<file path="src/rtl/control_sequencer.sv">
// control_sequencer: fetch/decode/execute microcode sequencer for the bus CPU.
// Define SEQ_SINGLE_STEP_EN to add i_STEP_MODE/i_STEP manual single-stepping.
module control_sequencer #(
    parameter int DATA_WIDTH   = 8,
    parameter int OPCODE_WIDTH = 4
) (
    input  logic                  i_SYS_CLOCK,
    input  logic                  i_CLEAR_n,
    input  logic [DATA_WIDTH-1:0] i_INSTRUCTION,
    input  logic                  i_FLAG_C,
    input  logic                  i_FLAG_Z,
`ifdef SEQ_SINGLE_STEP_EN
    input  logic                  i_STEP_MODE,
    input  logic                  i_STEP,
`endif
    output logic                  o_MAR_IN,
    output logic                  o_RAM_IN,
    output logic                  o_RAM_OUT,
    output logic                  o_IR_IN,
    output logic                  o_IR_OUT,
    output logic                  o_PC_COUNT_ENABLE,
    output logic                  o_PC_JUMP_n,
    output logic                  o_PC_WRITE_BUS,
    output logic                  o_A_READ_BUS_n,
    output logic                  o_A_WRITE_BUS_n,
    output logic                  o_B_READ_BUS_n,
    output logic                  o_ALU_OUT,
    output logic                  o_ALU_SUB,
    output logic                  o_FLAGS_IN,
    output logic                  o_OUT_READ_BUS,
    output logic                  o_HALT,
    output logic [2:0]            o_STEP,
    output logic                  o_INSTR_DONE
);

    typedef enum logic [2:0] {
        T0 = 3'd0,
        T1 = 3'd1,
        T2 = 3'd2,
        T3 = 3'd3,
        T4 = 3'd4
    } step_t;

    localparam logic [3:0] OP_NOP = 4'h0;
    localparam logic [3:0] OP_LDA = 4'h1;
    localparam logic [3:0] OP_ADD = 4'h2;
    localparam logic [3:0] OP_SUB = 4'h3;
    localparam logic [3:0] OP_STA = 4'h4;
    localparam logic [3:0] OP_LDI = 4'h5;
    localparam logic [3:0] OP_JMP = 4'h6;
    localparam logic [3:0] OP_JC  = 4'h7;
    localparam logic [3:0] OP_JZ  = 4'h8;
    localparam logic [3:0] OP_OUT = 4'hE;
    localparam logic [3:0] OP_HLT = 4'hF;

    step_t step;
    step_t step_next;
    logic  halted;
    logic  halt_next;
    logic  advance;
    logic  live;

    logic [OPCODE_WIDTH-1:0] opcode;
    logic [3:0]              op;
    logic                    unused_operand;

    logic mar_in;
    logic ram_in;
    logic ram_out;
    logic ir_in;
    logic ir_out;
    logic pc_count;
    logic pc_jump;
    logic pc_write;
    logic a_read;
    logic a_write;
    logic b_read;
    logic alu_out;
    logic alu_sub;
    logic flags_in;
    logic out_read;
    logic last;
    logic wrap;
    logic set_halt;

    assign opcode = i_INSTRUCTION[DATA_WIDTH-1 -: OPCODE_WIDTH];
    assign unused_operand = ^i_INSTRUCTION[DATA_WIDTH-OPCODE_WIDTH-1:0];

    // Wide opcode fields with any bit above the low nibble set are NOPs.
    assign op = ((opcode >> 4) != '0) ? OP_NOP : opcode[3:0];

`ifdef SEQ_SINGLE_STEP_EN
    logic step_meta;
    logic step_sync;
    logic step_prev;

    always_ff @(posedge i_SYS_CLOCK or negedge i_CLEAR_n) begin
        if (!i_CLEAR_n) begin
            step_meta <= 1'b0;
            step_sync <= 1'b0;
            step_prev <= 1'b0;
        end else begin
            step_meta <= i_STEP;
            step_sync <= step_meta;
            step_prev <= step_sync;
        end
    end

    assign advance = ~i_STEP_MODE | (step_sync & ~step_prev);
`else
    assign advance = 1'b1;
`endif

    always_ff @(posedge i_SYS_CLOCK or negedge i_CLEAR_n) begin
        if (!i_CLEAR_n) begin
            step   <= T0;
            halted <= 1'b0;
        end else begin
            step   <= step_next;
            halted <= halt_next;
        end
    end

    always_comb begin
        mar_in    = 1'b0;
        ram_in    = 1'b0;
        ram_out   = 1'b0;
        ir_in     = 1'b0;
        ir_out    = 1'b0;
        pc_count  = 1'b0;
        pc_jump   = 1'b0;
        pc_write  = 1'b0;
        a_read    = 1'b0;
        a_write   = 1'b0;
        b_read    = 1'b0;
        alu_out   = 1'b0;
        alu_sub   = 1'b0;
        flags_in  = 1'b0;
        out_read  = 1'b0;
        last      = 1'b0;
        wrap      = 1'b0;
        set_halt  = 1'b0;
        step_next = step;
        halt_next = halted;

        unique case (step)
            T0: begin
                pc_write = 1'b1;
                mar_in   = 1'b1;
            end
            T1: begin
                ram_out  = 1'b1;
                ir_in    = 1'b1;
                pc_count = 1'b1;
            end
            T2: begin
                unique case (op)
                    OP_LDA, OP_ADD, OP_SUB, OP_STA: begin
                        ir_out = 1'b1;
                        mar_in = 1'b1;
                    end
                    OP_LDI: begin
                        ir_out = 1'b1;
                        a_read = 1'b1;
                        last   = 1'b1;
                    end
                    OP_JMP: begin
                        ir_out  = 1'b1;
                        pc_jump = 1'b1;
                        last    = 1'b1;
                    end
                    OP_JC: begin
                        ir_out  = i_FLAG_C;
                        pc_jump = i_FLAG_C;
                        last    = 1'b1;
                    end
                    OP_JZ: begin
                        ir_out  = i_FLAG_Z;
                        pc_jump = i_FLAG_Z;
                        last    = 1'b1;
                    end
                    OP_OUT: begin
                        a_write  = 1'b1;
                        out_read = 1'b1;
                        last     = 1'b1;
                    end
                    OP_HLT: set_halt = 1'b1;
                    default: last = 1'b1;
                endcase
            end
            T3: begin
                unique case (op)
                    OP_LDA: begin
                        ram_out = 1'b1;
                        a_read  = 1'b1;
                        last    = 1'b1;
                    end
                    OP_ADD, OP_SUB: begin
                        ram_out = 1'b1;
                        b_read  = 1'b1;
                        alu_sub = (op == OP_SUB);
                    end
                    OP_STA: begin
                        a_write = 1'b1;
                        ram_in  = 1'b1;
                        last    = 1'b1;
                    end
                    default: last = 1'b1;
                endcase
            end
            T4: begin
                last = 1'b1;
                if (op == OP_ADD || op == OP_SUB) begin
                    alu_out  = 1'b1;
                    a_read   = 1'b1;
                    flags_in = 1'b1;
                    alu_sub  = (op == OP_SUB);
                end
            end
            default: wrap = 1'b1;
        endcase

        // Halted state freezes at T2; only reset leaves it.
        if (!halted && advance) begin
            if (set_halt) begin
                halt_next = 1'b1;
            end else if (last || wrap) begin
                step_next = T0;
            end else begin
                step_next = step_t'(step + 3'd1);
            end
        end
    end

    // Strobes drop immediately on reset and stay off while halted or stalled.
    assign live = i_CLEAR_n & ~halted & advance;

    assign o_MAR_IN          = live & mar_in;
    assign o_RAM_IN          = live & ram_in;
    assign o_RAM_OUT         = live & ram_out;
    assign o_IR_IN           = live & ir_in;
    assign o_IR_OUT          = live & ir_out;
    assign o_PC_COUNT_ENABLE = live & pc_count;
    assign o_PC_JUMP_n       = ~(live & pc_jump);
    assign o_PC_WRITE_BUS    = live & pc_write;
    assign o_A_READ_BUS_n    = ~(live & a_read);
    assign o_A_WRITE_BUS_n   = ~(live & a_write);
    assign o_B_READ_BUS_n    = ~(live & b_read);
    assign o_ALU_OUT         = live & alu_out;
    assign o_ALU_SUB         = live & alu_sub;
    assign o_FLAGS_IN        = live & flags_in;
    assign o_OUT_READ_BUS    = live & out_read;
    assign o_HALT            = halted;
    assign o_STEP            = step;
    assign o_INSTR_DONE      = i_CLEAR_n & ~halted & last;

endmodule

</file>
<file path="config.mk">
export PLATFORM = sky130hd
export DESIGN_NAME = control_sequencer
export DESIGN_NICKNAME = d
export VERILOG_FILES = /design/src/rtl/control_sequencer.sv
export SDC_FILE = /design/constraint.sdc
export NUM_CORES = 1
export LEC_CHECK = 0
export ABC_CLOCK_PERIOD_IN_PS = 3600
export CORE_AREA = 2 2 42 44
export DETAILED_ROUTE_END_ITERATION = 8
export DIE_AREA = 0 0 44 46
export HOLD_SLACK_MARGIN = 0.06
export PLACE_DENSITY = 0.88
export SETUP_SLACK_MARGIN = 0.2
export SLEW_MARGIN = 20
export SYNTH_ARGS = -nofsm -noshare
export SYNTH_HDL_FRONTEND = slang
export SYNTH_SLANG_ARGS = --single-unit
</file>
<file path="constraint.sdc">
create_clock -name i_SYS_CLOCK -period 3.6 [get_ports i_SYS_CLOCK]
set_input_delay 0.36 -clock i_SYS_CLOCK [delete_from_list [all_inputs] [get_ports i_SYS_CLOCK]]
set_output_delay 0.36 -clock i_SYS_CLOCK [all_outputs]
set_load 0.005 [all_outputs]
</file>
==> Word-level counts from Yosys, hierarchy flattened <==
Cells that the tools add are included.
{ "totals": {"register_bits": 4, "latch_bits": 0, "ramBits": 0, "mem_bits_ro": 0, "output_inout_bits": 20, "elab_cells": 82, "mem_count": 0} }
{ "classes": {"n_addsub": 1, "mul": 0, "div_mod_pow": 0, "n_lt_le_gt_ge": 0, "n_eq_ne": 14, "n_shift": 0, "muxes": 34, "bitwise_logic": 21, "reduce_logical": 10} }
{ "ops": {"columns": ["op", "count"], "rows": [
  ["$mux W1", 25],
  ["$eq A4 B3 Y1 const B", 4],
  ["$and A1 B1 Y1", 15],
  ["$eq A4 B4 Y1 const B", 3],
  ["$pmux W1 S3", 4],
  ["$reduce_or A5 Y1", 2],
  ["$eq A4 B2 Y1 const B", 2],
  ["$pmux W1 S2", 4],
  ["$eq A3 B2 Y1 const B", 2],
  ["$not A1 Y1", 6],
  ["$reduce_or A6 Y1", 1],
  ["$eq A4 B1 Y1 const B", 1],
  ["$reduce_or A4 Y1", 1],
  ["$add A3 B1 Y3 const B", 1],
  ["$eq A3 B1 Y1 const B", 1],
  ["$eq A3 B3 Y1 const B", 1],
  ["$logic_not A3 Y1", 1],
  ["$mux W3", 1],
  ["$reduce_or A3 Y1", 1],
  ["$logic_or A1 B1 Y1", 2],
  ["$reduce_and A2 Y1", 1],
  ["$reduce_or A2 Y1", 1]
]} }

==> Longest topological paths before layout <==
Gate-level depths: netlist (run 1).
{ "logic_depth": {"word_depth": 6, "ltp_mapped": 6, "mapped_depth_nobuf": 6} }

==> Worst setup path before layout (run 1) <==
No wires, ideal clock.
{ "synth_timing": {"path_type": "reg-to-output", "start": "register step[0] (netlist: o_STEP[0])", "end": "output port o_A_WRITE_BUS_n", "arrival_time_ps": 1525, "required_time_ps": 3240, "path_slack_ps": 1715, "stages_incl_launch_ff": 7, "n_path_buf": 0, "cell_sequence": "dfrtp_1 > inv_1 > ha_1 > nor2b_1 > nand2_1 > nor4_1 > o21ai_0"} }
{ "synth_via": {"elab_chain_cells": 4} }
{ "synth_lines": {"columns": ["item", "line_no", "text"], "rows": [
  ["from (decl)", "56", "step_t step;"],
  ["from (signal assigned)", "119", "step <= step_next;"],
  ["$eq A3 B2 Y1", "146", "unique case (step)"],
  ["$pmux W1 S2 (*)", "146", null],
  ["$and A1 B1 Y1 (*)", "247", "assign o_A_WRITE_BUS_n = ~(live & a_write);"],
  ["$not A1 Y1 (*)", "247", null],
  ["to (decl)", "25", "output logic o_A_WRITE_BUS_n,"]
]} }
Mark *: on every way between the ends. The rest lies on a longest branch, timed or not.

==> Worst setup path after layout (run 1) <==
Same ends and word-level chain as after synthesis.

==> results of run 1 <==
==> worst max-delay path by stage <==
stage	start	endpoint	slack (ns)	cells past startpoint
CTS	o_STEP[0]	o_A_WRITE_BUS_n	0.82	7
finish	o_STEP[0]	o_A_WRITE_BUS_n	0.86	7
global placement	i_CLEAR_n	o_A_WRITE_BUS_n	0.97	6
detailed placement	i_CLEAR_n	o_A_WRITE_BUS_n	0.87	6
global route	o_STEP[0]	o_A_WRITE_BUS_n	0.68	7
floorplan	o_STEP[0]	o_A_WRITE_BUS_n	1.72	6
==> stage by stage <==
stage / util, % / power (mW) / hold WS [ns] / worst slack (ns) / instances
final: 56.4 / 0.123 / 0.349 / 0.862 / 124
after CTS: 56.4 / 0.125 / 0.344 / 0.820 / 124
after detailed placement: 55.0 / 0.0688 / 0.591 / 0.867 / 121
after global routing: 56.4 / 0.129 / 0.358 / 0.682 / 124
after global placement: 55.0 / 0.0683 / 0.573 / 0.967 / 121
after floorplan: - / 0.0573 / 0.0644 / 1.72 / 81
==> sequential cells by signal, indices dropped and copies added (netlist names) <==
register  flops
o_STEP        3
o_HALT        1
==> worst max-delay path, delay by kind of cell (launching register included) <==
family / cells / cell delay, ns
simple gates: 3 / 0.80
buf+inv: 2 / 0.58
flops: 1 / 0.44
compound gates: 1 / 0.17
fa+ha+maj: 1 / 0.16
==> cell usage after synthesis (all sizes together), types with 3 or more instances <==
cell,n,area [sq um]
nand2,9,33.8
inv,8,30.0
nor2,7,26.3
o21ai,6,30.0
ha,5,62.6
nor2b,5,31.3
buf,4,27.5
dfrtp,4,100
a21oi,3,15.0
nand3,3,15.0
o31ai,3,37.5
==> cell families (layout without fill, tap and decap cells) <==
family,after synthesis,after routing,synth area share (%)
and+or+nand+nor,38,38,33.5
AOI/OAI and AO/OA,20,20,27.9
buffers and inverters,12,38,9.24
adders and majority gates,5,5,10.0
muxes,1,1,1.81
DFF,4,4,16.1
xor gates and xnor gates,1,1,1.41
==> metal layers <==
| metal | GRT usage (%) | wire [um] |
|---|---|---|
| met5 | 0 | 0 |
| met4 | 6.67 | 0 |
| met3 | 2.38 | 123 |
| met2 | 31.2 | 855 |
| met1 | 17.5 | 668 |
==> where the power goes <==
group | switching [mW] | internal [mW] | total (mW)
Clock | 0.0168 | 0.0372 | 0.0540
Sequential | 0 | 0.0452 | 0.0452
Combinational | 0.0120 | 0.0114 | 0.0234
Total | 0.0288 | 0.0938 | 0.123
==> cells in the final DEF (no fill, tap or decap), drive strengths merged, types with 2 or more instances in the layout <==
cell type,count
nor4,2
nor2,7
a31oi,2
and3,2
clkbuf,3
clkdlybuf4s50,27
nand3,3
or2,2
nand2,9
o21ai,6
ha,5
inv,8
o31ai,3
a21oi,3
nor2b,5
dfrtp,4
==> final cells by class <==
cell class / instances / area, sq um
timing repair buffer: 27 / 270
tap: 17 / 21.3
sequential: 4 / 100
multi-input combinational: 65 / 465
clock buffer: 3 / 22.5
fill: 163 / 704
inverter: 8 / 30.0
==> run summary, run 1 <==
==================================================================================================
Cts bufs inserted                                                                                3
Post-route standard cell area excluding fillers                                          910 sq um
Fraction of synthesis flops using an asynchronous set or reset pin                            100%
Vias in the first global route                                                                 598
Initial core utilization                                                                     38.6%
CTS root buffer                                                                       sky130_fd_sc_hd__clkbuf_4
Unrepaired setup endpoints after global routing                                              false
Power Density                                                                          135 nW/um^2
Global-route total usage across every layer                                                  16.2%
Total congestion overflow                                                                        0
Number of design-rule violations left by the first detailed-router iteration                    12
Status                                                                                finished, final reports clean
Flop2flop setup slack                                                                      1.83 ns
Area growth syn-to-layout                                                                    46.0%
Critical Path Slowest Stage Cell                                                      sky130_fd_sc_hd__clkdlybuf4s50_1
Depth of the worst register-to-register path                                                     6
Clock transition time at the flip-flop clock pins of the worst setup and hold paths        0.04 ns
Setup bufs post-CTS                                                                              0
Setup Skew                                                                              0.00249 ns
Die outline height                                                                           46 um
Critical path endpoint category                                                         output pin
Fraction of layout cells with a size suffix above 1                                          14.0%
Arrival time of the worst setup path                                                       2.38 ns
Initial antenna violation count                                                                  0
Die area                                                                                2020 sq um
Clock tree buffer depth                                                                          2
Count of hold buffers inserted by post-cts repair                                                0
Source-to-sink clock delay at the later pin of the worst-skew pair                         0.23 ns
Accumulated negative setup slack                                                              0 ns
Total half-perimeter wirelength after legalization and detailed placement                  1340 um
Final number of setup-violating endpoints                                                        0
Period Utilization, post-route                                                               76.0%
Post-DR vias/cell                                                                             5.55
Worst-case headroom to the max-slew limit                                                    72.7%
FP Rows                                                                                         15
CTS tree                                                                                      done
Slew at the pin closest to its max-slew limit                                             0.409 ns
CTS Sinks                                                                                        4
IO Count                                                                                        32
Biggest cell delay along the critical path                                                 0.47 ns
Number of synthesized register bits                                                              4
Wirelength, routed                                                                         1650 um
Critical Path, Cell by Cell                                                           inv_1, ha_1, nor2b_1, nand2_1, nor4_1, o21ai_0, clkdlybuf4s50_1
Number of detailed-routing iterations run before antenna repair                                  4
Post-CTS resize count                                                                            0
Total of max-cap violations                                                                      0
Number of H-tree levels                                                                          1
Pin count of the biggest net entering global routing                                            13
Primary flip-flop cell chosen by synthesis mapping                                    sky130_fd_sc_hd__dfrtp_1
Wire length per cell                                                                       13.3 um
Antenna cells                                                                                    0
Horizontal extent of the die                                                                 44 um
Floorplan Core Area                                                                     1610 sq um
Largest voltage drop on the vdd net                                                       0.191 mV
Final hold violation count                                                                       0
Number of design rule violations left after detail routing                                       0
Unique masters post-synth                                                                       34
Worst-path maximum fanout                                                                        6
Slew Limit Fails                                                                                 0
Synthesized netlist cell count                                                                  81
Port Buffer Count                                                                               27
First-pass GRT wire length                                                                 2460 um
Worst min-delay path category                                                          in -> async
Critical R2R Capture                                                                     o_STEP[2]
Min cycle time layout                                                                      2.74 ns
Number of synthesis warnings                                                                     0
Antenna Nets Post-Route                                                                          0
Worst Path Required                                                                        3.24 ns
Placed standard-cell area                                                                887 sq um
Startpoint type of the worst setup path                                                  flip-flop
Routed vias                                                                                    688
Post-synthesis area per instance                                                        7.69 sq um
Worst reg2reg startpoint                                                                 o_STEP[0]
Final estimated routing congestion in global placement                                       0.858
Number of flops mapped to enable cells by yosys                                                  0
Post-layout nets                                                                               126
Fraction of the yosys area taken by sequential cells                                         16.1%
Netlist Area Pre-Place                                                                   623 sq um
Timing-limited maximum frequency                                                           365 MHz
Crit Path Class                                                                         reg -> out
Static leakage power                                                                      0.343 nW
Net count after synthesis                                                                       98
==================================================================================================
(Power assumes the default switching activity.)
==> run 2, diff against run 1 <==
Settings changed: ABC_CLOCK_PERIOD_IN_PS 3600 to 2790, CORE_AREA 2 2 42 44 to 2 2 43 45, DIE_AREA 0 0 44 46 to 0 0 45 47, PLACE_DENSITY 0.88 to 0.84.
Clock period 3.6 ns to 2.79 ns, I/O delays scaled along.
==> run 2 against run 1 <==
Net effect: via count up 0.44%; clock skew up 0.0027 ns; routed wire length up 0.18%; combinational power up 37%; sequential share of layout area down 0.19 points; sequential power up 29%; count of clock-buffer cells in the layout unchanged; die area up 4.5%; non-clock buffer count up 3; register-to-register slack worse by 0.65 ns; largest cell class unchanged.
==> run summary, run 2 (synthesis gave the netlist of run 1 again) <==
==================================================================================================
Most common cell after layout, fill and taps aside                                    sky130_fd_sc_hd__clkdlybuf4s50_1
Total half-perimeter wirelength after legalization and detailed placement                  1290 um
Antenna cells                                                                                    0
Post-layout nets                                                                               129
Source-to-sink clock delay at the later pin of the worst-skew pair                         0.24 ns
Min cycle time layout                                                                      2.51 ns
Share of the core filled with cells                                                          57.4%
Post-DR vias/cell                                                                             5.44
Total of max-cap violations                                                                      0
Period Utilization, post-route                                                               89.8%
WL met1                                                                                     678 um
Largest voltage drop on the vdd net                                                       0.194 mV
Worst Path Required                                                                        2.51 ns
Wire length per cell                                                                       13.0 um
Number of flip-flops under the largest register name                                             3
Wirelength, routed                                                                         1650 um
Worst reg2reg startpoint                                                                 o_STEP[2]
Clock tree buffer depth                                                                          2
Worst min-delay path category                                                          in -> async
Port Buffer Count                                                                               27
Timing-limited maximum frequency                                                           399 MHz
Commonest cells after routing, fill and taps aside                                    sky130_fd_sc_hd__clkdlybuf4s50_1 (26), sky130_fd_sc_hd__nand2_1 (9), sky130_fd_sc_hd__inv_1 (7), sky130_fd_sc_hd__nor2_1 (7), sky130_fd_sc_hd__o21ai_0 (5)
Crit path launch                                                                         o_STEP[1]
Global-route total usage across every layer                                                  15.7%
Worst-path maximum fanout                                                                        6
Area growth syn-to-layout                                                                    52.2%
Startpoint type of the worst setup path                                                  flip-flop
Die area                                                                                2120 sq um
Status                                                                                finished, final reports clean
Final number of setup-violating endpoints                                                        0
CTS root buffer                                                                       sky130_fd_sc_hd__clkbuf_4
Pin count of the biggest net entering global routing                                            12
First-pass GRT wire length                                                                 2430 um
Number of H-tree levels                                                                          1
End point of the critical path                                                        o_A_READ_BUS_n
Die outline height                                                                           47 um
Number of detailed-routing iterations run before antenna repair                                  4
Slew Limit Fails                                                                                 0
Unrepaired setup endpoints after global routing                                              false
CTS Sinks                                                                                        4
Total congestion overflow                                                                        0
Initial antenna violation count                                                                  0
Depth of the worst register-to-register path                                                     5
Total length of routed met2 wires                                                           803 um
Crit Path Class                                                                         reg -> out
Static leakage power                                                                      0.373 nW
Slew at the pin closest to its max-slew limit                                             0.417 ns
Number of design-rule violations left by the first detailed-router iteration                     4
Critical path endpoint category                                                         output pin
Accumulated negative setup slack                                                              0 ns
FP Rows                                                                                         15
Met3 WL post-DR                                                                             125 um
Antenna Nets Post-Route                                                                          0
Routed vias                                                                                    691
Flop2flop setup slack                                                                      1.18 ns
Worst-case headroom to the max-slew limit                                                    72.1%
Clock transition time at the flip-flop clock pins of the worst setup and hold paths        0.04 ns
Initial core utilization                                                                     37.7%
IO Count                                                                                        32
Power Density                                                                          174 nW/um^2
Cts bufs inserted                                                                                3
Setup Skew                                                                              0.00522 ns
Final hold violation count                                                                       0
Arrival time of the worst setup path                                                       2.23 ns
Floorplan Core Area                                                                     1650 sq um
Critical R2R Capture                                                                     o_STEP[2]
CTS tree                                                                                      done
Final estimated routing congestion in global placement                                       0.861
Fraction of layout cells with a size suffix above 1                                          21.8%
Number of design rule violations left after detail routing                                       0
Top layer in use                                                                              met4
Vias in the first global route                                                                 586
Horizontal extent of the die                                                                 45 um
==================================================================================================
run 2: metal layers:
| metal | vias to the layer above | global-route usage (%) |
|---|---|---|
| met2 | 24 | 27.4 |
| li1 | 346 | - |
| met5 | - | 0 |
| met1 | 315 | 17.1 |
| met3 | 6 | 4.23 |
| met4 | 0 | 9.41 |
run 2: area by class of cell:
type	count	area, sq um
Fill cell	167	703
Multi-Input combinational cell	65	477
Timing Repair Buffer	30	295
Sequential cell	4	103
Inverter	8	30.0
Clock buffer	3	22.5
Tap cell	17	21.3
run 2: worst min path at each step:
| stage | cells after the start | from | slack (ns) | end |
|---|---|---|---|---|
| after floorplan | 0 | i_CLEAR_n | -0.02 | o_HALT |
| after global placement | 1 | i_CLEAR_n | 0.51 | o_STEP[0] |
| after detailed placement | 1 | i_CLEAR_n | 0.52 | o_STEP[1] |
| after CTS | 1 | i_CLEAR_n | 0.26 | o_STEP[1] |
| after global routing | 1 | i_CLEAR_n | 0.27 | o_STEP[2] |
| final | 1 | i_CLEAR_n | 0.26 | o_STEP[2] |
run 2: repair_timing:
action	in CTS	in global routing
setup endpoints to repair	1	4
pin swaps	0	0
gates resized for setup	1	6
hold buffers	0	0
buffers inserted	0	1
cloned	0	0
run 2: through the flow:
stage / power (mW) / instances / hold WS (ns) / setup WS (ns) / cell area [sq um]
3_3_place_gp: 0.0892 / 123 / 0.508 / 0.356 / 902
4_1_cts: 0.168 / 126 / 0.256 / 0.204 / 927
5_1_grt: 0.175 / 127 / 0.271 / 0.203 / 948
3_5_place_dp: 0.0902 / 123 / 0.517 / 0.338 / 902
2_1_floorplan: 0.0740 / 81 / -0.0166 / 0.986 / 623
6_report: 0.165 / 127 / 0.259 / 0.284 / 948
run 2: critical path, stage by stage, from the launching register on:
cell                              delay (ns)
sky130_fd_sc_hd__dfrtp_2                0.43
sky130_fd_sc_hd__inv_1                  0.08
sky130_fd_sc_hd__ha_1                   0.18
sky130_fd_sc_hd__nor2b_1                0.08
sky130_fd_sc_hd__a31o_2                 0.24
sky130_fd_sc_hd__or2_2                  0.29
sky130_fd_sc_hd__a211o_1                0.23
sky130_fd_sc_hd__clkdlybuf4s50_1        0.44
run 2: power breakdown:
group / switching, mW / internal, mW / leakage, nW
sequential: 0 / 0.0583 / 0.0421
clock: 0.0260 / 0.0483 / 0.0138
combinational: 0.0164 / 0.0156 / 0.317
==> run 3, diff against run 2 <==
Settings changed: ABC_CLOCK_PERIOD_IN_PS 2790 to 2900, CELL_PAD_IN_SITES_DETAIL_PLACEMENT set to 0, CELL_PAD_IN_SITES_GLOBAL_PLACEMENT set to 1, CORE_AREA 2 2 43 45 to 2 2 50 52, DIE_AREA 0 0 45 47 to 0 0 52 54, PLACE_DENSITY 0.84 to unset, PLACE_DENSITY_LB_ADDON set to 0.1.
Clock period 2.79 ns to 2.9 ns, I/O delays scaled along.
==> run 3 against run 2 <==
Net effect: final cell count up 8.7%; register-to-register slack better by 0.02 ns; clock power down 9.3%; first-iteration DRC count up 50%; flip-flop and latch count unchanged; core utilization down 17 points; global-route usage down 2.3 points; via count down 4.5%; routed wire length up 3.5%; critical path type unchanged.
==> run summary, run 3 (synthesis gave the netlist of run 1 again) <==
==================================================================================================
Area growth syn-to-layout                                                                    51.4%
Wirelength, routed                                                                         1710 um
Port Buffer Count                                                                               27
Min cycle time layout                                                                      2.54 ns
Number of design-rule violations left by the first detailed-router iteration                     6
Worst reg2reg startpoint                                                                 o_STEP[2]
Critical path endpoint category                                                         output pin
Biggest cell delay along the critical path                                                 0.45 ns
Commonest cells after routing, fill and taps aside                                    sky130_fd_sc_hd__clkdlybuf4s50_1 (27), sky130_fd_sc_hd__nand2_1 (9), sky130_fd_sc_hd__inv_1 (8), sky130_fd_sc_hd__nor2_1 (7)
Final hold violation count                                                                       0
Largest voltage drop on the vdd net                                                       0.241 mV
Power Density                                                                          162 nW/um^2
Number of flip-flops under the largest register name                                             3
IO Count                                                                                        32
Die area                                                                                2810 sq um
Post-DR vias/cell                                                                             4.78
First-pass GRT wire length                                                                 2840 um
Accumulated negative setup slack                                                              0 ns
Horizontal extent of the die                                                                 52 um
Setup Skew                                                                             0.000234 ns
Final estimated routing congestion in global placement                                       0.774
Crit path launch                                                                         o_STEP[0]
Timing-limited maximum frequency                                                           394 MHz
Critical Path, Cell by Cell                                                           inv_1, ha_1, nor2b_1, a31o_2, or2_2, a211o_1, clkdlybuf4s50_1
Number of fillers in the final layout                                                          255
Number of detailed-routing iterations run before antenna repair                                  2
Unrepaired setup endpoints after global routing                                              false
CTS root buffer                                                                       sky130_fd_sc_hd__clkbuf_4
Floorplan Core Area                                                                     2320 sq um
Worst-path maximum fanout                                                                        6
Arrival time of the worst setup path                                                       2.25 ns
Source-to-sink clock delay at the later pin of the worst-skew pair                         0.23 ns
Die outline height                                                                           54 um
Post-layout nets                                                                               127
Total of max-cap violations                                                                      0
Antenna cells                                                                                    0
Cts bufs inserted                                                                                3
Startpoint type of the worst setup path                                                  flip-flop
Initial core utilization                                                                     26.9%
Vias in the first global route                                                                 626
Worst-case headroom to the max-slew limit                                                    71.8%
Antenna Nets Post-Route                                                                          0
CTS Sinks                                                                                        4
Most common cell after layout, fill and taps aside                                    sky130_fd_sc_hd__clkdlybuf4s50_1
Clock tree buffer depth                                                                          2
Number of H-tree levels                                                                          1
Count of buffering cells on the critical path with inverters included                            2
Fraction of layout cells with a size suffix above 1                                          17.6%
Pin count of the biggest net entering global routing                                            13
Final number of setup-violating endpoints                                                        0
Worst Path Required                                                                        2.61 ns
Clock transition time at the flip-flop clock pins of the worst setup and hold paths        0.04 ns
Period Utilization, post-route                                                               87.6%
Number of design rule violations left after detail routing                                       0
FP Rows                                                                                         18
Worst min-delay path category                                                          in -> async
Count of hold buffers inserted by post-cts repair                                                0
Status                                                                                finished, final reports clean
Static leakage power                                                                      0.347 nW
Crit Path Class                                                                         reg -> out
Slew at the pin closest to its max-slew limit                                             0.422 ns
Wire length per cell                                                                       12.4 um
Initial antenna violation count                                                                  0
Critical Path Slowest Stage Cell                                                      sky130_fd_sc_hd__clkdlybuf4s50_1
CP top delay family                                                                   buffers and inverters
Final std cells w/o fill                                                                       138
Setup bufs post-CTS                                                                              0
Number of placed cells counting well taps                                                      135
CTS tree                                                                                      done
Total half-perimeter wirelength after legalization and detailed placement                  1340 um
Global-route total usage across every layer                                                  13.4%
Total congestion overflow                                                                        0
Slew Limit Fails                                                                                 0
Routed vias                                                                                    660
==================================================================================================
-- run 3: cell types whose count changed in the layout (fill, tap and decap cells not counted) --
cell,before,now
sky130_fd_sc_hd__ha_2,1,0
sky130_fd_sc_hd__dfrtp_2,2,1
sky130_fd_sc_hd__dfrtp_1,2,3
sky130_fd_sc_hd__ha_1,4,5
sky130_fd_sc_hd__inv_1,7,8
sky130_fd_sc_hd__clkdlybuf4s50_1,26,27
sky130_fd_sc_hd__dlymetal6s2s_1,1,0
sky130_fd_sc_hd__buf_4,3,1
sky130_fd_sc_hd__inv_2,1,0
-- run 3: worst paths after layout --
kind / to / slack, ns / cells after the start
max: o_A_READ_BUS_n / 0.36 / 7
min: o_STEP[1] / 0.27 / 1
max reg2reg: o_STEP[2] / 1.20 / 5
min reg2reg: o_STEP[0] / 0.54 / 1
max in group asynchronous: o_STEP[0] / 2.43 / 1
min in group i_SYS_CLOCK: o_STEP[0] / 0.54 / 1
-- run 3: cell type report --
type                            count  area, sq um  share of cell area, %
Multi-Input combinational cell     65          474                   50.3
Timing Repair Buffer               28          278                   29.4
Sequential cell                     4          101                   10.7
Tap cell                           30         37.5                   3.98
Inverter                            8         30.0                   3.18
Clock buffer                        3         22.5                   2.39
-- run 3: metrics by stage --
step / power (mW) / utilization (%) / hold WS [ns] / setup WS, ns / cell area [sq um]
detailed placement: 0.0859 / 39.3 / 0.521 / 0.393 / 911
global placement: 0.0863 / 39.3 / 0.523 / 0.362 / 911
CTS: 0.157 / 40.2 / 0.269 / 0.219 / 933
finish: 0.153 / 40.7 / 0.275 / 0.359 / 943
global route: 0.169 / 40.7 / 0.271 / 0.206 / 943
floorplan: 0.0712 / - / -0.00559 / 1.09 / 623
-- run 3: where the power goes --
part           internal (mW)  switching, mW
logic                 0.0141         0.0156
clock network         0.0462         0.0211
registers             0.0561              0
total                  0.116         0.0367
-- run 3: timing repair --
item	4_1_cts	5_1_grt
endpoints found under the hold margin	0	0
endpoints found under the setup margin	0	4
gates resized for setup	0	3
-- run 3: routing by layer --
metal / global-route usage, % / part of all wire, % / wire length [um]
met4: 3.95 / 0 / 0
met1: 16.3 / 46 / 790
met5: 0 / 0 / 0
met3: 1.94 / 3.2 / 55
met2: 24.5 / 50 / 862
==> edit 1: new RTL, flow settings as in run 1 <==
`OPCODE_WIDTH`: 4 -> 5.
--- a/src/rtl/control_sequencer.sv
+++ b/src/rtl/control_sequencer.sv
@@ -4,3 +4,3 @@
     parameter int DATA_WIDTH   = 8,
-    parameter int OPCODE_WIDTH = 4
+    parameter int OPCODE_WIDTH = 5
 ) (
Behaviour: not the same (Yosys sat finds a counterexample within 4 cycles, from zero or initial values).
==> edit 1 against run 1 <==
Sequential cell count unchanged. Via count decreased by 4.1%. Design area decreased by 0.14%. Critical path type is now in -> out. Maximum frequency decreased by 0.30%. Sequential share of layout area about the same. Die area unchanged. Largest cell class unchanged. Wire length decreased by 9.5%. First-iteration DRC count decreased by 33%. Synthesized area increased by 1.0%. Worst setup slack got worse by 0.0082 ns.
Power is left out: it rests on default switching activity, and per cell area and clock period it moved more than threefold.
==> edit 1: results (changes against run 1) <==
outcome=finished clean; Distinct cells, synth=36 (+5.9%); skew final=0.00150 ns (-0.000996 ns); routed via count=660 (-4.1%); register area share after synthesis=15.9% (-0.16 points); syn_nets=96 (-2.0%); Post-Route WL=1490 um (-9.5%); DR WL met3=100 um (-19%); GR Util met1=16.8% (-0.71 points); top layer in use=met4; metal2 WL=763 um (-11%); Final nets=124 (-1.6%); met2 Track Usage GR=27.6% (-3.5 points); Port Buffers=28 (+3.7%); Hold Slack=0.350 ns (+0.000593 ns); top post-synthesis cells by area=dfrtp_1 (16%), ha_1 (9.9%), nand2_1 (7.8%); Post-DP Area=886 um^2 (-0.14%); flop2flop setup slack=1.90 ns (+0.07 ns); CP delay by family, top=buffers and inverters; GRT Total Usage=15.1% (-1.2 points); initial drt markers=8 (-4); critical path's largest stage delay=0.59 ns (+0.12 ns); fraction of layout cells with a size suffix above 1=12.4% (-1.6 points); first-pass GRT wire length=2260 um (-7.9%); largest net degree at the start of global routing=12 (-1); most frequent cells after synthesis=nand2_1 (13), inv_1 (6), ha_1 (5); wl on met1=618 um (-7.5%); Fillers=164 (+0.61%); HPWL Detailed=1200 um (-10%)
==> edit 1: cell count changes after synthesis, moves of 2 or more <==
cell     before  now
nand2_1       9   13
nor2_1        7    3
inv_1         8    6
buf_6         0    2
nor2b_1       5    3
o21ai_0       5    2
or2_2         2    0
==> edit 1: cells by family after synthesis <==
logic type               synth area share, %
flip-flops                              15.9
adder cells (fa/ha/maj)                 9.94
AND/OR/NAND/NOR                         37.2
multiplexers                            1.59
buffers and inverters                   10.7
AO/OA/AOI/OAI                           24.7
==> edit 1: layout make-up <==
type	instances	area [um^2]	area share, %
inverters	6	22.5	2.48
flip-flops and latches	4	100	11.0
repair buffers	28	280	30.9
well taps	17	21.3	2.34
multi-input cells	64	462	50.8
clock buffers	3	22.5	2.48
==> edit 1: stage by stage <==
step | std cells | worst slack (ns)
2_1_floorplan | 79 | 1.77
3_3_place_gp | 119 | 0.880
3_5_place_dp | 119 | 0.827
4_1_cts | 122 | 0.824
5_1_grt | 122 | 0.663
6_report | 122 | 0.854
==> edit 2: new RTL, settings of run 1 <==
Made on the original files. Add an input register stage for `i_INSTRUCTION`, `i_FLAG_C` and `i_FLAG_Z`, without a reset; this delays them by one clock.
--- a/src/rtl/control_sequencer.sv
+++ b/src/rtl/control_sequencer.sv
@@ -55,2 +55,12 @@
 
+    logic [DATA_WIDTH-1:0] i_INSTRUCTION_q;
+    logic i_FLAG_C_q;
+    logic i_FLAG_Z_q;
+
+    always_ff @(posedge i_SYS_CLOCK) begin
+        i_INSTRUCTION_q <= i_INSTRUCTION;
+        i_FLAG_C_q      <= i_FLAG_C;
+        i_FLAG_Z_q      <= i_FLAG_Z;
+    end
+
     step_t step;
@@ -85,4 +95,4 @@
 
-    assign opcode = i_INSTRUCTION[DATA_WIDTH-1 -: OPCODE_WIDTH];
-    assign unused_operand = ^i_INSTRUCTION[DATA_WIDTH-OPCODE_WIDTH-1:0];
+    assign opcode = i_INSTRUCTION_q[DATA_WIDTH-1 -: OPCODE_WIDTH];
+    assign unused_operand = ^i_INSTRUCTION_q[DATA_WIDTH-OPCODE_WIDTH-1:0];
 
@@ -172,4 +182,4 @@
                     OP_JC: begin
-                        ir_out  = i_FLAG_C;
-                        pc_jump = i_FLAG_C;
+                        ir_out  = i_FLAG_C_q;
+                        pc_jump = i_FLAG_C_q;
                         last    = 1'b1;
@@ -177,4 +187,4 @@
                     OP_JZ: begin
-                        ir_out  = i_FLAG_Z;
-                        pc_jump = i_FLAG_Z;
+                        ir_out  = i_FLAG_Z_q;
+                        pc_jump = i_FLAG_Z_q;
                         last    = 1'b1;
Function: changed (Yosys sat finds a counterexample within 4 cycles, from zero or initial values).
==> edit 2 against run 1 <==
Critical path depth stayed put. Sequential share of layout area up 10 points. Worst setup slack hardly changed. Design area rose by 15%. Synthesized area increased by 19%. Wire length fell by 2.1%. Sequential cell count up 6. Critical endpoint unchanged. Largest cell class unchanged.
Power is left out: it rests on default switching activity, and per cell area and clock period it moved more than threefold.
==> edit 2: results (changes against run 1) <==
root buf cell=clkbuf_4; mux cell area share after synthesis=1.52% (-0.29 points); skew final=0.00126 ns (-0.00124 ns); syn_nets=104 (+6.1%); Distinct cells, synth=35 (+2.9%); fraction of layout cells with a size suffix above 1=14.0% (+0.016 points); flop2flop setup slack=1.77 ns (-0.06 ns); adder-cell area share of the yosys netlist=8.42% (-1.6 points); first-pass GRT wire length=2510 um (+2.2%); GPL Wtd Cong=0.838 (-2.4%); HPWL Detailed=1300 um (-3.3%); Final setup viols=0 (unchanged); routed via count=709 (+3.1%); Async SR Flop Fraction=40.0% (-60 points); H-tree Lvls=1 (unchanged); Synth Area in XOR/XNOR=1.18% (-0.23 points); setup bufs post-CTS=0 (unchanged); initial antenna violation count=0 (unchanged); GR Util met1=21.6% (+4.1 points); Synth Area in Compound Gates=23.4% (-4.5 points); outcome=finished clean; Slew @ Worst Pin=0.414 ns (+0.00461 ns); GRT Total Usage=16.8% (+0.55 points); number of global-route vias before repair=596 (-0.33%); clk_lat worst skew=0.25 ns (+0.02 ns); Routed wire per std cell=12.3 um (-7.3%); most frequent cells after synthesis=nand2_1 (9), inv_1 (8), nor2_1 (7); Worst-path clk slew=0.06 ns (+0.02 ns); Biggest register=i_INSTRUCTION_q; Final nets=132 (+4.8%); top post-synthesis cells by area=dfxtp_1 (16%), dfrtp_1 (13%), ha_1 (8.4%); reg-to-reg critical path endpoint=o_STEP[2]; met2 Track Usage GR=27.9% (-3.2 points); register area share after synthesis=29.6% (+14 points); Fillers=128 (-21%); Top FF cell, synth=dfxtp_1; initial drt markers=18 (+6); max FFs per register=4 (+1); TritonCTS Buffers=3 (unchanged)
-- edit 2: cell count changes in the layout (fill, tap and decap cells not counted) --
cell      delta
dfxtp_1      +6
clkbuf_8     +1
-- edit 2: logic make-up after synthesis --
kind of cell | Yosys count
buffers and inverters | 12
multiplexers | 1
adder cells (fa/ha/maj) | 5
XOR/XNOR | 1
flip-flops | 10
AND/OR/NAND/NOR | 38
AO/OA/AOI/OAI | 20
-- edit 2: metrics by stage --
| stage | hold slack, ns | setup slack (ns) | area (um^2) | cells |
|---|---|---|---|---|
| after floorplan | 0.0644 | 1.72 | 743 | 87 |
| after global placement | 0.568 | 0.944 | 1010 | 127 |
| after detailed placement | 0.586 | 0.934 | 1010 | 127 |
| after CTS | 0.328 | 0.893 | 1040 | 131 |
| after global routing | 0.334 | 0.654 | 1040 | 131 |
| final | 0.328 | 0.862 | 1040 | 131 |
-- edit 2: area by class of cell --
cell class,count,share of cell area (%)
Multi-Input combinational cell,65,44.6
Tap cell,17,2.04
Clock buffer,4,3.48
Sequential cell,10,21.1
Inverter,8,2.88
Timing Repair Buffer,27,25.9
-- edit 2: worst min-delay path by stage --
| stage | end | start |
|---|---|---|
| 3_3_place_gp | o_STEP[1] | o_STEP[1] |
| 4_1_cts | o_STEP[0] | i_CLEAR_n |
| 6_report | o_STEP[0] | i_CLEAR_n |
| 5_1_grt | o_STEP[0] | i_CLEAR_n |
| 2_1_floorplan | o_HALT | i_CLEAR_n |
| 3_5_place_dp | o_STEP[0] | o_STEP[0] |
-- edit 2: layer usage --
metal	part of all wire, %	vias up
met3	5.1	2
met4	0.87	0
met1	44	326
met2	50	23
met5	0	-
li1	-	358
-- edit 2: critical path, cell delays in order, from the launching register on --
cell,delay (ns)
dfrtp_1,0.44
inv_1,0.11
ha_1,0.18
nor2b_1,0.34
nand2_1,0.14
nor4_1,0.31
o21ai_0,0.15
clkdlybuf4s50_1,0.45
